===== src/rtl/agc_timepulse_gen.sv =====
// AGC time-pulse generator: divides clk into phases and one-hot time pulses T01..T12,
// with free-run, halt at MCT boundary, single-MCT step and a wrapping MCT scaler.
module agc_timepulse_gen #(
  parameter int DIV      = 4,
  parameter int PH       = 2,
  parameter int SCALER_W = 17,
  localparam int PH_W    = (PH > 1) ? $clog2(PH) : 1
) (
  input  logic                clk,
  input  logic                rst,
  input  logic                run,
  input  logic                step,
  output logic [11:0]         tp,
  output logic [PH_W-1:0]     ph,
  output logic                phase_en,
  output logic                mct_done,
  output logic                busy,
  output logic [SCALER_W-1:0] scaler
);

  localparam int DIV_W = (DIV > 1) ? $clog2(DIV) : 1;

  typedef enum logic {S_HALT, S_RUN} state_t;

  state_t                r_state;
  logic [11:0]           r_tp;
  logic [PH_W-1:0]       r_ph;
  logic [DIV_W-1:0]      r_div;
  logic [SCALER_W-1:0]   r_scaler;
  logic                  r_step_only;

  logic w_phase_en;
  logic w_last_ph;
  logic w_mct_done;

  // Strobes decode registers only, so they are glitch-free relative to the edge.
  assign w_phase_en = (r_state == S_RUN) && (r_div == DIV_W'(DIV - 1));
  assign w_last_ph  = (r_ph == PH_W'(PH - 1));
  assign w_mct_done = w_phase_en && r_tp[11] && w_last_ph;

  always_ff @(posedge clk or negedge rst) begin
    if (!rst) begin
      r_state     <= S_HALT;
      r_tp        <= '0;
      r_ph        <= '0;
      r_div       <= '0;
      r_scaler    <= '0;
      r_step_only <= 1'b0;
    end else begin
      case (r_state)
        S_HALT: begin
          if (run || step) begin
            r_state     <= S_RUN;
            r_tp        <= 12'h001;
            r_ph        <= '0;
            r_div       <= '0;
            r_step_only <= ~run;
          end
        end
        S_RUN: begin
          if (w_phase_en) begin
            r_div <= '0;
            if (!w_last_ph) begin
              r_ph <= r_ph + PH_W'(1);
            end else begin
              r_ph <= '0;
              r_tp <= {r_tp[10:0], r_tp[11]};
            end
            // End of T12: count the MCT, then either wrap to T01 or park in HALT.
            if (w_mct_done) begin
              r_scaler <= r_scaler + SCALER_W'(1);
              if (run) begin
                if (r_step_only) r_step_only <= 1'b0;
              end else begin
                r_state <= S_HALT;
                r_tp    <= '0;
                r_ph    <= '0;
              end
            end
          end else begin
            r_div <= r_div + DIV_W'(1);
          end
        end
        default: r_state <= S_HALT;
      endcase
    end
  end

  assign tp       = r_tp;
  assign ph       = r_ph;
  assign phase_en = w_phase_en;
  assign mct_done = w_mct_done;
  assign busy     = (r_state == S_RUN);
  assign scaler   = r_scaler;

endmodule


===== config.mk =====
export PLATFORM = sky130hd
export DESIGN_NAME = agc_timepulse_gen
export DESIGN_NICKNAME = d
export VERILOG_FILES = /design/src/rtl/agc_timepulse_gen.sv
export SDC_FILE = /design/constraint.sdc
export NUM_CORES = 1
export LEC_CHECK = 0
export CORE_ASPECT_RATIO = 1.25
export CORE_MARGIN = 5
export CORE_UTILIZATION = 50
export CTS_BUF_LIST = sky130_fd_sc_hd__clkbuf_2
export CTS_CLUSTER_DIAMETER = 50
export CTS_CLUSTER_SIZE = 8
export DETAILED_ROUTE_END_ITERATION = 16
export GPL_ROUTABILITY_DRIVEN = 0
export PLACE_DENSITY = 0.81
export SETUP_SLACK_MARGIN = 0.02
export SYNTH_ARGS = -nofsm -noshare
export SYNTH_HDL_FRONTEND = slang
export SYNTH_SLANG_ARGS = --single-unit
export TNS_END_PERCENT = 5

===== constraint.sdc =====
create_clock -name clk -period 1.8 [get_ports clk]
set_input_delay 0.27 -clock clk [delete_from_list [all_inputs] [get_ports clk]]
set_output_delay 0.27 -clock clk [all_outputs]
set_load 0.01 [all_outputs]

; Word level (Yosys, flattened, before mapping)
; Cells that the tools add are included.
[op_classes]
bitwise = 1
muxes = 20
n_reduce_logical = 6
n_eq_ne = 3
addsub = 3
[op_table]
columns = cell, count
row1 = two-way mux 12 bit, 5
row2 = one-hot mux 12 bit (2 select lines), 1
row3 = adder 17 x 1 -> 17 bit (second input constant), 1
row4 = two-way mux 1 bit, 9
row5 = two-way mux 2 bit, 2
row6 = one-hot mux 1 bit (2 select lines), 2
row7 = one-hot mux 2 bit (2 select lines), 1
row8 = logical AND 1 bit, 3
row9 = AND reduction 3 bit, 1
row10 = adder 2 x 1 -> 2 bit (second input constant), 1
row11 = == test 2 bit (second input constant), 1
row12 = != test 2 x 1 -> 1 bit (second input constant), 1
row13 = != test 2 bit (second input constant), 1
row14 = AND reduction 2 bit, 1
row15 = adder 1 bit (second input constant), 1
row16 = logical OR 1 bit, 1
row17 = NOT 1 bit, 1
[totals]
output_inout_bits = 33
word_cells = 38
reg_bits = 33

; Logic depth before layout (Yosys ltp)
[depth]
ltp_word = 7
mapped_depth = 6
depth_no_buf = 5

; Least setup slack after synthesis
; No wires, ideal clock.
[synth_timing]
path_type = flip-flop to flip-flop
from = reg r_state, in the netlist busy
to = reg r_tp[11], in the netlist tp[11]
path_slack_ns = 0.290
path_buffers = 2
arrival_ns = 1.378
path_stages_with_launch = 7
synth_period_minus_slack_ns = 1.510
path_cell_list = dfrtp_1 > buf_4 > nor3_1 > nand3b_1 > buf_6 > mux2i_1 > nor2_1
[synth_via]
elab_chain_cells = 6
[synth_rtl]
columns = element, line_no
row1 = start: declaration, 25  ; state_t r_state;
row2 = start signal: assignment, 43  ; r_state <= S_HALT;
row3 = start signal: assignment, 53  ; r_state <= S_RUN;
row4 = start signal: assignment, 75  ; r_state <= S_HALT;
row5 = logical AND 1 bit, 37  ; assign w_phase_en = (r_state == S_RUN) && (r_div == DIV_W'(DIV - 1));
row6 = logical AND 1 bit (2 in series), 39  ; assign w_mct_done = w_phase_en && r_tp[11] && w_last_ph;
row7 = two-way mux 12 bit, 70  ; if (w_mct_done) begin
row8 = two-way mux 12 bit, 61  ; if (w_phase_en) begin
row9 = one-hot mux 12 bit (2 select lines), 50  ; case (r_state)
row10 = end signal: assignment, 67  ; r_tp <= {r_tp[10:0], r_tp[11]};
row11 = end: declaration, 26  ; logic [11:0] r_tp;
; Several ways; a longest one is shown, not always the timed one. The select of a mux whose other input is x is not followed.
; A chain may end at the register's enable or synchronous reset.

; Final worst setup path
[layout_timing]
from = reg r_div[0]
to = out mct_done
[layout_via]
elab_chain_cells = 4
[layout_rtl]
columns = element, line_no
row1 = start: declaration, 28  ; logic [DIV_W-1:0] r_div;
row2 = start signal: assignment, 81  ; r_div <= r_div + DIV_W'(1);
row3 = == test 2 bit, 37
row4 = logical AND 1 bit, 37
row5 = logical AND 1 bit (2 in series), 39
row6 = end: declaration, 16  ; output logic mct_done,
; Every way passes these cells.

==> reports/results.txt <==
Worst r2r path cells: 6
DP Wirelength: 2297 µm
Layout cell share with drive strength beyond 1: 16.85%
Avg Vias per Cell: 5.173
Initial core utilization: 51.05%
Critical R2R Capture: scaler[10]
CP Capture Type: primary output
Cts hold-fix bufs: 0
Post-layout min period: 1.688 ns
Inserted Clock Buffers: 5
Final worst-path cycle share: 93.76%
Status: finished clean
Cell area after synthesis: 0.001461 mm²
Total power draw: 1963 µW
Antenna cells: 0
First-pass GRT wire length: 5340 µm
Top cells by area, synth: dfrtp_1 57%, xnor2_1 8.4%, mux2i_1 8.2%
Final hold viol count: 0
I/O Buffers: 36
Clock H-tree levels: 2
Synth cell types: 27
Skew final: 0.01304 ns
Max VDD drop: 0.6185 mV
DRT Pass-1 Iters: 4
Area leader, netlist: dfrtp_1
Total grt overflow: 0
Number of synthesized flops with an enable pin: 0
Maximum clock insertion buffer count: 2
Final TNS setup: 0 ns
Synth-to-Final Area Change: 37.50%
Chip height: 70.45 µm
Row Count: 22
Clock Latency Late Sink: 0.38 ns
Largest net degree at the start of global routing: 34
Drt total wl: 3163 µm
Sequential area share after synthesis: 56.51%
Detail Route Antenna Nets: 0
Drc violations: 0
Post-synth top area share: 56.51%
Sink Count: 33
Wire length on met1: 1292 µm
Synth warn: 0
Mapped Cells: 124
Wire per inst: 14.78 µm
P_leak: 0.0009666 µW
Initial antenna violation count: 0
Post-synth top flop: dfrtp_1
Pins Over Slew Limit: 0
Worst R2R Start: r_div[0]
Num ports: 37
Crit path kind: reg2out
Fin nets: 183
Hold crit path type: in2async
Net Count, Synth: 130
Final setup vio count: 0
Die Wd: 58.36 µm
Core area: 0.002863 mm²
CTS tree: done
Async SR Flop Fraction: 100.0%
Max-cap viol count: 0
Die area: 0.004111 mm²
Vias in the first global route: 1149
GRT Resource Usage Total: 17.13%
Routed wl met3: 229 µm
Critical Path Start Type: register
Seq cells post-synth: 33
Via count: 1107
Arr. time, crit path: 1.42 ns
Actual slew at the worst max-slew pin: 0.4082 ns
RSZ-0062 raised after global routing: false
CP Data Required Time: 1.53 ns
Initial drt markers: 16
F_max: 592.5 MHz
FF-to-FF setup slack: 0.13 ns
DR top layer: met4
CP max FO: 6
Clock transition at path regs: 0.17 ns
Met2 WL post-DR: 1593 µm
Pwr/cell area: 976.7 mW/mm²
Syn Area/Cell: 11.79 µm²
Slew margin rel.: 72.78%
Clk root buf: clkbuf_2
==> worst max-delay path, stage by stage (launching register included) <==
cell,delay (ns)
dfrtp_1,0.43
ha_4,0.18
nand4_4,0.12
inv_2,0.09
clkdlybuf4s15_2,0.23
==> power by group <==
part           leakage, µW  switching, µW  internal (µW)
clock            0.0000278            250           84.8
combinational     0.000501            280            378
sequential        0.000437            112            858
total             0.000967            642           1320
==> state kept, by name (all words and copies together), names as in the netlist <==
name    flops
busy        1
tp         12
ph          1
r_div       2
scaler     17
==> worst max path at each step <==
| stage | start | to | slack, ns | cells after the start |
|---|---|---|---|---|
| floorplan | busy | tp[11] | 0.29 | 6 |
| global placement | r_div[0] | mct_done | 0.14 | 4 |
| detailed placement | r_div[0] | mct_done | 0.05 | 4 |
| CTS | ph | ph | 0.03 | 1 |
| global route | r_div[0] | mct_done | 0.03 | 4 |
| finish | r_div[0] | mct_done | 0.11 | 4 |
==> cell usage after synthesis, types with 2 or more instances <==
| cell | instances |
|---|---|
| dfrtp_1 | 33 |
| nand2_1 | 15 |
| xnor2_1 | 14 |
| nor2_1 | 13 |
| mux2i_1 | 12 |
| nand3_1 | 6 |
| nand4_1 | 4 |
| and4_1 | 3 |
| nor3_1 | 3 |
| ha_1 | 2 |
| inv_1 | 2 |
| xor2_1 | 2 |
==> logic make-up (layout without fill, tap and decap cells) <==
kind of cell	Yosys count	count (layout)	share of synthesized area, %
fa+ha+maj	2	2	1.712
buf+inv	5	59	2.055
simple gates	51	51	19.52
compound gates	5	5	2.398
xor+xnor	16	16	9.589
mux	12	12	8.220
flops	33	33	56.51
==> metal layers <==
layer,vias to the layer above,GRT usage [%]
met4,0,6.186
met5,-,0
met1,532,20.36
li1,535,-
met2,34,27.58
met3,6,6.654
==> timing repair <==
item | CTS | global route
resized for setup | 10 | 5
setup endpoints to repair | 4 | 6
setup buffers | 1 | 4
==> through the flow <==
stage | setup WS [ns] | area [µm²] | hold slack, ns | std cells | utilization, %
finish | 0.1122 | 2009 | 0.2573 | 214 | 70.19
floorplan | 0.2899 | 1461 | -0.02559 | 124 | -
global route | 0.02806 | 2009 | 0.2707 | 214 | 70.19
global placement | 0.1393 | 1917 | 0.4667 | 201 | 66.96
CTS | 0.03266 | 1973 | 0.2399 | 210 | 68.92
detailed placement | 0.04606 | 1917 | 0.4612 | 201 | 66.96
==> cell type report <==
class                   instances  area (µm²)
clock buffers                   5       25.02
clock inverters                 3       12.51
multi-input cells              86       618.1
inverters                       2       7.507
flip-flops and latches         33       832.0
well taps                      36       45.04
repair buffers                 49       469.2
fillers                       228       853.3
==> layout by cell type, fill, tap and decap left out, drive strengths merged <==
cell	instances
dfrtp	33
clkdlybuf4s50	32
nand2	15
xnor2	14
nor2	13
buf	13
mux2i	12
nand3	6
clkbuf	5
nand4	5
nor3	3
and4	3
clkinv	3
xor2	2
dlygate4sd2	2
inv	2
nor4	2
ha	2
clkdlybuf4s15	2
and2	1
o21bai	1
nand4b	1
a21oi	1
nand2b	1
nand3b	1
o21a	1
o22ai	1
o221ai	1
No activity file was read; power rests on OpenSTA's default activity.
